===== config.mk =====
export PLATFORM = sky130hd
export DESIGN_NAME = stream_demux_1n
export DESIGN_NICKNAME = d
export VERILOG_FILES = /design/src/rtl/stream_demux_pkg.sv /design/src/rtl/stream_demux_slot.sv /design/src/rtl/stream_demux_1n.sv
export SDC_FILE = /design/constraint.sdc
export NUM_CORES = 1
export LEC_CHECK = 0
export ABC_CLOCK_PERIOD_IN_PS = 3500
export CORE_MARGIN = 2
export CORE_UTILIZATION = 25
export CTS_BUF_LIST = sky130_fd_sc_hd__clkbuf_8
export CTS_CLUSTER_SIZE = 30
export DETAILED_ROUTE_END_ITERATION = 16
export PLACE_DENSITY = 0.52
export SETUP_SLACK_MARGIN = 0.15
export SKIP_LAST_GASP = 1
export SLEW_MARGIN = 10
export SYNTH_ARGS = -nofsm -noshare
export SYNTH_HDL_FRONTEND = slang
export SYNTH_SLANG_ARGS = --single-unit

===== constraint.sdc =====
create_clock -name clk -period 3.5 [get_ports clk]
set_input_delay 0.525 -clock clk [delete_from_list [all_inputs] [get_ports clk]]
set_output_delay 0.525 -clock clk [all_outputs]
set_load 0.02 [all_outputs]

===== src/rtl/stream_demux_pkg.sv =====
// -----------------------------------------------------------------------------
// stream_demux_pkg
// Shared helpers for the 1:N stream demultiplexer.
//   clog2_min1   : select-width helper, never returns less than 1 so that a
//                  degenerate single-channel build still has a legal port.
//   DEFAULT_N_CH : default channel count of the demux.
//   pkt_state_t  : packet routing lock state, used only when the design is
//                  built with STREAM_DEMUX_PKT_EN.
// -----------------------------------------------------------------------------
package stream_demux_pkg;

  localparam int DEFAULT_N_CH = 8;

  function automatic int clog2_min1(input int n);
    return (n < 2) ? 1 : $clog2(n);
  endfunction

  typedef enum logic [1:0] {
    PKT_IDLE,
    PKT_LOCKED,
    PKT_DROP
  } pkt_state_t;

endpackage


===== src/rtl/stream_demux_slot.sv =====
// -----------------------------------------------------------------------------
// stream_demux_slot
// One-entry valid/ready output register for a single demux channel.
// The slot is free when empty or when its consumer drains it this cycle, so a
// drain and a refill can happen on the same edge without a bubble.
// Optional macro: STREAM_DEMUX_PKT_EN adds a last flag stored with the data.
// Ports:
//   clk, rst     clock and asynchronous active-high reset
//   load         write load_data into the slot on the next edge
//   load_data    beat to store
//   load_last    end-of-packet flag to store (STREAM_DEMUX_PKT_EN only)
//   drain        consumer ready for this channel
//   valid        slot holds a beat
//   data         stored beat (holds its last value after draining)
//   last         stored end-of-packet flag (STREAM_DEMUX_PKT_EN only)
//   free         slot can accept a beat this cycle
// -----------------------------------------------------------------------------
module stream_demux_slot #(
  parameter int DATA_W = 8
) (
  input  logic              clk,
  input  logic              rst,
  input  logic              load,
  input  logic [DATA_W-1:0] load_data,
`ifdef STREAM_DEMUX_PKT_EN
  input  logic              load_last,
  output logic              last,
`endif
  input  logic              drain,
  output logic              valid,
  output logic [DATA_W-1:0] data,
  output logic              free
);

  assign free = ~valid | drain;

  always_ff @(posedge clk or posedge rst) begin
    if (rst) begin
      valid <= 1'b0;
      data  <= '0;
    end else if (load) begin
      // load is only asserted while free, so this also covers drain+refill
      valid <= 1'b1;
      data  <= load_data;
    end else if (drain) begin
      valid <= 1'b0;
    end
  end

`ifdef STREAM_DEMUX_PKT_EN
  always_ff @(posedge clk or posedge rst) begin
    if (rst) begin
      last <= 1'b0;
    end else if (load) begin
      last <= load_last;
    end
  end
`endif

endmodule


===== src/rtl/stream_demux_1n.sv =====
// -----------------------------------------------------------------------------
// stream_demux_1n
// Routes one valid/ready input stream to one of N_CH registered output
// channels, chosen per beat by in_sel. Each channel has a one-entry slot so
// channels stall independently and outputs appear one cycle after acceptance.
// Beats whose select is out of range are consumed, discarded and counted in a
// saturating drop counter.
// Optional macro: STREAM_DEMUX_PKT_EN adds in_last/out_last and locks routing
// for the duration of a packet (select sampled on the first beat only).
// Ports:
//   clk, rst    clock and asynchronous active-high reset
//   in_valid    input beat valid
//   in_ready    input beat accepted when in_valid & in_ready (combinational)
//   in_data     input beat
//   in_sel      destination channel
//   in_last     end of packet (STREAM_DEMUX_PKT_EN only)
//   out_valid   per-channel valid
//   out_ready   per-channel ready
//   out_data    channel c at [c*DATA_W +: DATA_W]
//   out_last    per-channel end of packet (STREAM_DEMUX_PKT_EN only)
//   drop_cnt    saturating count of dropped beats / packets
//
// Packet FSM (STREAM_DEMUX_PKT_EN only):
//   state      | meaning
//   PKT_IDLE   | next accepted beat starts a packet and samples in_sel
//   PKT_LOCKED | mid-packet, beats follow lock_sel until in_last is accepted
//   PKT_DROP   | mid-packet with out-of-range select, beats are discarded
// -----------------------------------------------------------------------------
module stream_demux_1n
  import stream_demux_pkg::*;
#(
  parameter  int DATA_W = 8,
  parameter  int N_CH   = DEFAULT_N_CH,
  parameter  int CNT_W  = 16,
  localparam int SEL_W  = clog2_min1(N_CH)
) (
  input  logic                   clk,
  input  logic                   rst,
  input  logic                   in_valid,
  output logic                   in_ready,
  input  logic [DATA_W-1:0]      in_data,
  input  logic [SEL_W-1:0]       in_sel,
`ifdef STREAM_DEMUX_PKT_EN
  input  logic                   in_last,
  output logic [N_CH-1:0]        out_last,
`endif
  output logic [N_CH-1:0]        out_valid,
  input  logic [N_CH-1:0]        out_ready,
  output logic [N_CH*DATA_W-1:0] out_data,
  output logic [CNT_W-1:0]       drop_cnt
);

  // One extra bit so N_CH itself is representable for the range compare.
  localparam logic [SEL_W:0] N_CH_V = (SEL_W+1)'(N_CH);

  logic [N_CH-1:0]  slot_free;
  logic [N_CH-1:0]  sel_hit;
  logic [N_CH-1:0]  slot_load;
  logic [SEL_W-1:0] route_sel;
  logic             route_drop;
  logic             fire;
  logic             drop_inc;

`ifdef STREAM_DEMUX_PKT_EN
  pkt_state_t       pkt_state;
  logic [SEL_W-1:0] lock_sel;

  always_comb begin
    route_sel  = (pkt_state == PKT_LOCKED) ? lock_sel : in_sel;
    route_drop = (pkt_state == PKT_DROP) || ({1'b0, route_sel} >= N_CH_V);
  end

  // A dropped packet counts once, on its first beat.
  assign drop_inc = fire & route_drop & (pkt_state == PKT_IDLE);

  always_ff @(posedge clk or posedge rst) begin
    if (rst) begin
      pkt_state <= PKT_IDLE;
      lock_sel  <= '0;
    end else if (fire) begin
      case (pkt_state)
        PKT_IDLE: begin
          // Single-beat packets lock and unlock in the same transfer.
          if (!in_last) begin
            pkt_state <= route_drop ? PKT_DROP : PKT_LOCKED;
            lock_sel  <= in_sel;
          end
        end
        default: begin
          if (in_last) pkt_state <= PKT_IDLE;
        end
      endcase
    end
  end
`else
  assign route_sel  = in_sel;
  assign route_drop = ({1'b0, route_sel} >= N_CH_V);
  assign drop_inc   = fire & route_drop;
`endif

  // One-hot decode of the routed channel; an out-of-range select hits nothing,
  // which keeps the ready mux free of out-of-bounds indexing.
  always_comb begin
    sel_hit = '0;
    for (int c = 0; c < N_CH; c++) begin
      sel_hit[c] = (route_sel == SEL_W'(c));
    end
  end

  // Only the selected channel's free flag reaches in_ready.
  assign in_ready  = route_drop | (|(slot_free & sel_hit));
  assign fire      = in_valid & in_ready & ~rst;
  assign slot_load = {N_CH{fire & ~route_drop}} & sel_hit;

  for (genvar c = 0; c < N_CH; c++) begin : g_slot
    stream_demux_slot #(
      .DATA_W (DATA_W)
    ) u_slot (
      .clk       (clk),
      .rst       (rst),
      .load      (slot_load[c]),
      .load_data (in_data),
`ifdef STREAM_DEMUX_PKT_EN
      .load_last (in_last),
      .last      (out_last[c]),
`endif
      .drain     (out_ready[c]),
      .valid     (out_valid[c]),
      .data      (out_data[c*DATA_W +: DATA_W]),
      .free      (slot_free[c])
    );
  end

  always_ff @(posedge clk or posedge rst) begin
    if (rst) begin
      drop_cnt <= '0;
    end else if (drop_inc && (drop_cnt != {CNT_W{1'b1}})) begin
      drop_cnt <= drop_cnt + CNT_W'(1);
    end
  end

endmodule


==> results of run 1 <==
Yosys cell counts:
| cell type | n | area [um2] |
|---|---|---|
| mux2_4 | 8 | 120 |
| nor2_1 | 1 | 3.75 |
| and4_4 | 1 | 11.3 |
| nand3_2 | 6 | 60.1 |
| and3b_1 | 1 | 8.76 |
| mux4_2 | 2 | 45.0 |
| conb_1 | 1 | 3.75 |
| nor3b_4 | 1 | 18.8 |
| and4_1 | 1 | 8.76 |
| nand4_1 | 2 | 12.5 |
| dfrtp_1 | 72 | 1800 |
| buf_2 | 2 | 10.0 |
| nand2_1 | 8 | 30.0 |
| nand2b_1 | 8 | 50.1 |
| inv_1 | 1 | 3.75 |
| mux2_2 | 57 | 642 |
| nor2b_1 | 2 | 12.5 |
| buf_4 | 24 | 180 |
| buf_6 | 2 | 22.5 |
cells in the final DEF, fill, tap and decap left out, drive strengths merged, types with 3 or more instances in the layout:
master         synthesis  final
conb                   1     16
nand3                  6      6
clkbuf                 0     10
clkdlybuf4s50          0     94
dfrtp                 72     72
nand2b                 8      8
mux2                  65     65
nand2                  8      8
buf                   28      3
registers in the layout, indices dropped and copies added, names as in the netlist:
| signal | cells |
|---|---|
| g_slot.u_slot.data | 64 |
| g_slot.u_slot.valid | 8 |
cell families after synthesis:
family / Yosys count / share of synthesized area
DFF: 72 / 0.592
muxes: 67 / 0.265
and+or+nand+nor: 31 / 0.0711
buffers and inverters: 29 / 0.0711
other: 1 / 0.00123
cell type report:
cell class,count,area (um2)
Multi-Input combinational cell,114,1080
Inverter,1,5.00
Fill cell,1206,7740
Timing Repair Buffer,97,963
Clock inverter,5,50.0
Tap cell,147,184
Clock buffer,10,138
Sequential cell,72,1800
through the flow:
| step | hold WS [ns] | instance area [um2] | worst slack (ns) | power, uW |
|---|---|---|---|---|
| 6_report | 0.505 | 4230 | 0.430 | 2600 |
| 4_1_cts | 0.509 | 4230 | 0.437 | 2650 |
| 3_3_place_gp | 0.488 | 4040 | 0.466 | 1970 |
| 2_1_floorplan | 0.493 | 3100 | 1.15 | 1550 |
| 5_1_grt | 0.517 | 4230 | 0.379 | 2740 |
| 3_5_place_dp | 0.492 | 4040 | 0.437 | 1990 |
power groups by stage:
stage	clock, uW	combinational (uW)	sequential [uW]
after floorplan	0	232	1320
after CTS	679	874	1100
final	644	859	1100
after global placement	0	866	1110
after global routing	713	910	1120
after detailed placement	0	872	1110
worst paths after layout:
kind	startpoint	to	slack [ns]	cells past startpoint
setup / recovery	in_sel[1]	in_ready	0.43	4
hold / removal	g_slot[5].u_slot.data[1]	g_slot[5].u_slot.data[1]	0.51	1
setup reg to reg	g_slot[3].u_slot.valid	g_slot[3].u_slot.data[6]	2.00	3
hold reg to reg	g_slot[5].u_slot.data[1]	g_slot[5].u_slot.data[1]	0.51	1
max in group asynchronous	rst	g_slot[3].u_slot.data[1]	1.96	3
min in group asynchronous	rst	g_slot[0].u_slot.valid	0.68	2
routing by layer:
layer / wire length (um) / share of wire
met2: 3420 / 0.46
met5: 0 / 0
met4: 184 / 0.025
met1: 3450 / 0.46
met3: 434 / 0.058
==> run_results.csv, run 1 <==
group,metric,value,unit
die,dieArea,13100,um2
critical_path,cp_top_family,"buffers and inverters",
outcome,status,"finished clean",
die,initial_core_util,0.255,
cts,cts_setup_buffers,0,
cts,clk-insertion-delay-late,0.34,ns
cells_and_area,utilization,0.353,
drt,vias,1892,
sta,fin_tns_setup,0,ns
yosys,synth.avg_cell_area,15.2,um2
power,switching_share,0.306,
critical_path,crit_top_cell,"clkdlybuf4s50_1",
power,ir_worst_vdd,212,uV
power,pwr_density_cell,615,nW/um2
cells_and_area,areaGrowthSynthToFinish,38.7,%
cts,cts_tree,"built",
place,placed_cells,431,
sta,setup-violations-final,0,
global_routing,grt_util_met3,0.0334,
die,fp.coreArea,12000,um2
place,portBuffers,94,
sta,max_slew_margin,0.548,
sta,fin_worst_skew,0.00637,ns
power,switchingPower,797,uW
power,pwr-share-seq,0.422,
drt,firstDrtPassIters,2,
place,hpwlAfterDp,5.23,mm
sta,final_hold_viol_count,0,
cts,holdBufCountCts,0,
cts,clkSinkCount,72,
yosys,netlist_area,3050,um2
die,rows,40,
power,leakage,0.00185,uW
yosys,syn_inst,200,
cts,max-clock-path-buffers,2,
global_routing,grt_pass1_vias,2050,
power,power_frac_clock,0.248,
place,gp_congestion,0.729,
drt,wl_per_cell,16.8,um
global_routing,top_usage_layer,"met2",
cts,root_buffer,"clkbuf_8",
yosys,ys_seq_area_frac,0.592,
critical_path,slowest_delay,0.66,ns
yosys,yosys_warnings,0,
power,combPwrFrac,0.331,
drt,totalWireLength,7.49,mm
critical_path,worst-path-buf-inv,2,
die,die_width,114,um
yosys,ys_types,19,
critical_path,crit_fanout,9,
critical_path,worst_ep_required_time,2.97,ns
power,power.internal,1800,uW
global_routing,gr-usage-all-layers,0.122,
drt,ant_nets,0,
cells_and_area,layout.nets,317,
sta,rsz0062_at_grt,"false",
sta,slew_viol_final,0,
cts,numCtsBuffers,9,
cells_and_area,stdcell_count,446,
global_routing,use_met2,0.186,
global_routing,antenna_found_initial,0,
sta,min_period_over_period,0.877,
drt,drc,0,
global_routing,grt_max_degree,38,
critical_path,slowest_stage,"clkdlybuf4s50_1",
hold_path,holdCritPathClass,"reg2reg",
drt,via_per_inst,4.24,
critical_path,critPathLaunchType,"input pin",
global_routing,grt_overflow,0,
yosys,synth_seq_cells,72,
drt,drtIter0Drc,48,
cells_and_area,drive_gt1_frac,0.308,
critical_path,path_cells,"clkdlybuf4s50_1, mux4_2, mux2_2, clkdlybuf4s50_1",
sta,worst_pin_slew,0.678,ns
cts,clk_pin_slew,0.07,ns
global_routing,grt_pass1_wl,11.7,mm
sta,fin_crit,3.07,ns
run,drv_cap,0,
critical_path,arrival,2.54,ns
critical_path,cp-end-kind,"output pin",
global_routing,use_met1,0.159,
cts,htree_levels,3,
sta,fmax,326,MHz
cts,cts_resized,0,
die,die_h,114,um
die,io_pins,111,
cells_and_area,diodes,0,
critical_path,path_class,"in2out",
(Power assumes the default switching activity.)
==> run 2, diff against run 1 <==
--- a/config.mk
+++ b/config.mk
@@ -11,10 +11,11 @@
 export CTS_BUF_LIST = sky130_fd_sc_hd__clkbuf_8
 export CTS_CLUSTER_SIZE = 30
 export DETAILED_ROUTE_END_ITERATION = 16
+export MAX_ROUTING_LAYER = met4
 export PLACE_DENSITY = 0.52
 export SETUP_SLACK_MARGIN = 0.15
 export SKIP_LAST_GASP = 1
-export SLEW_MARGIN = 10
+export SLEW_MARGIN = 20
 export SYNTH_ARGS = -nofsm -noshare
 export SYNTH_HDL_FRONTEND = slang
 export SYNTH_SLANG_ARGS = --single-unit
==> constraint.sdc (replaced) <==
create_clock -name clk -period 3.5 [get_ports clk]
set_input_delay 0.525 -clock clk [delete_from_list [all_inputs] [get_ports clk]]
set_output_delay 0.525 -clock clk [all_outputs]
set_load 0.1 [all_outputs]
==> run_results.csv, run 2 (synthesis results as in run 1) <==
group,metric,value,unit
cts,clk_pin_slew,0.07,ns
sta,whs,0.506,ns
cts,clkSinkCount,72,
critical_path,cp-end-kind,"output pin",
sta,max_slew_margin,0.333,
cts,holdBufCountCts,0,
global_routing,grt_overflow,0,
place,portBuffers,94,
place,place_area,4030,um2
die,rows,40,
critical_path,cp_top_family,"buffers and inverters",
cells_and_area,nFillCells,1172,
hold_path,holdCritPathClass,"reg2reg",
sta,fin_worst_skew,0.00840,ns
drt,via_per_inst,4.22,
critical_path,arrival,2.23,ns
die,die_width,114,um
power,power.total,3680,uW
power,leakage,0.00184,uW
critical_path,critPathLaunchType,"input pin",
cts,cts_tree,"built",
cells_and_area,areaGrowthSynthToFinish,37.6,%
die,io_pins,111,
sta,final_hold_viol_count,0,
critical_path,slowest_delay,0.66,ns
cts,cts_setup_buffers,0,
sta,worst_pin_slew,0.997,ns
global_routing,grt_max_degree,38,
sta,fmax,363,MHz
cells_and_area,layout_commonest_cell,"clkdlybuf4s50_1",
cts,max-clock-path-buffers,2,
sta,fin_tns_setup,0,ns
cells_and_area,layout.nets,316,
cells_and_area,diodes,0,
die,initial_core_util,0.255,
cts,clk-insertion-delay-late,0.33,ns
global_routing,grt_pass1_vias,1954,
die,dieArea,13100,um2
drt,firstDrtPassIters,4,
cells_and_area,largest_reg_flops,64,
global_routing,grt_pass1_wl,11.7,mm
cts,htree_levels,3,
critical_path,worst_ep_required_time,2.97,ns
critical_path,slowest_stage,"clkdlybuf4s50_1",
cells_and_area,utilization,0.350,
drt,drtIter0Drc,53,
drt,wl_per_cell,16.7,um
sta,slew_viol_final,0,
critical_path,path_class,"in2out",
cells_and_area,layout_common_cells,"clkdlybuf4s50_1 (93), dfrtp_1 (72), mux2_2 (57)",
cells_and_area,reg_top3,"g_slot.u_slot.data: 64 flops, g_slot.u_slot.valid: 8 flops",
power,pwr_density_cell,878,nW/um2
drt,ant_nets,0,
place,hpwlAfterDp,5.13,mm
sta,min_period_over_period,0.786,
critical_path,worst-path-buf-inv,2,
global_routing,antenna_found_initial,0,
cells_and_area,top_register,"g_slot.u_slot.data",
cts,root_buffer,"clkbuf_8",
place,gp_congestion,0.715,
die,die_h,114,um
drt,drc,0,
run,drv_cap,0,
critical_path,path_cells,"clkdlybuf4s50_1, mux4_2, mux2_2, buf_4",
outcome,status,"finished clean",
cts,numCtsBuffers,9,
cells_and_area,final_area,4190,um2
critical_path,crit_fanout,9,
sta,rsz0062_at_grt,"false",
cells_and_area,drive_gt1_frac,0.309,
cts,cts_resized,0,
power,ir_worst_vdd,431,uV
drt,totalWireLength,7.45,mm
sta,fin_crit,2.75,ns
sta,setup-violations-final,0,
drt,vias,1876,
die,fp.coreArea,12000,um2
global_routing,gr-usage-all-layers,0.125,
[run 2: per-stage QoR]
| step | instances | setup slack (ns) |
|---|---|---|
| after floorplan | 215 | 1.15 |
| after global placement | 430 | 0.792 |
| after detailed placement | 430 | 0.765 |
| after CTS | 445 | 0.751 |
| after global routing | 445 | 0.684 |
| final | 445 | 0.748 |
[run 2: final timing paths]
kind                                           from                  endpoint  slack, ns  depth (start not counted)
hold reg to reg            g_slot[1].u_slot.data[1]  g_slot[1].u_slot.data[1]       0.51                          1
min in group asynchronous                       rst    g_slot[0].u_slot.valid       0.69                          2
setup reg to reg             g_slot[3].u_slot.valid  g_slot[3].u_slot.data[3]       1.98                          3
hold / removal             g_slot[1].u_slot.data[1]  g_slot[1].u_slot.data[1]       0.51                          1
setup / recovery                          in_sel[0]                  in_ready       0.75                          4
max in group asynchronous                       rst  g_slot[4].u_slot.data[1]       1.96                          3
[run 2: layer usage]
metal | share of wire | vias up | track usage
met5 | 0 | - | -
met4 | 0.0097 | 0 | 0.0390
met3 | 0.050 | 5 | 0.0371
met2 | 0.46 | 69 | 0.185
met1 | 0.48 | 958 | 0.167
li1 | - | 844 | -
[run 2: where the power goes]
part / total [uW] / internal (uW) / switching [uW]
Clock: 566 / 267 / 299
Combinational: 2020 / 451 / 1570
Sequential: 1100 / 1010 / 90.7
Total: 3680 / 1730 / 1960
[run 2: layout make-up]
cell class / count / area, um2 / share of cell area
Inverter: 1 / 5.00 / 0.00119
Timing Repair Buffer: 96 / 953 / 0.227
Tap cell: 147 / 184 / 0.0439
Sequential cell: 72 / 1800 / 0.430
Multi-Input combinational cell: 114 / 1080 / 0.259
Clock inverter: 5 / 26.3 / 0.00627
Clock buffer: 10 / 138 / 0.0328
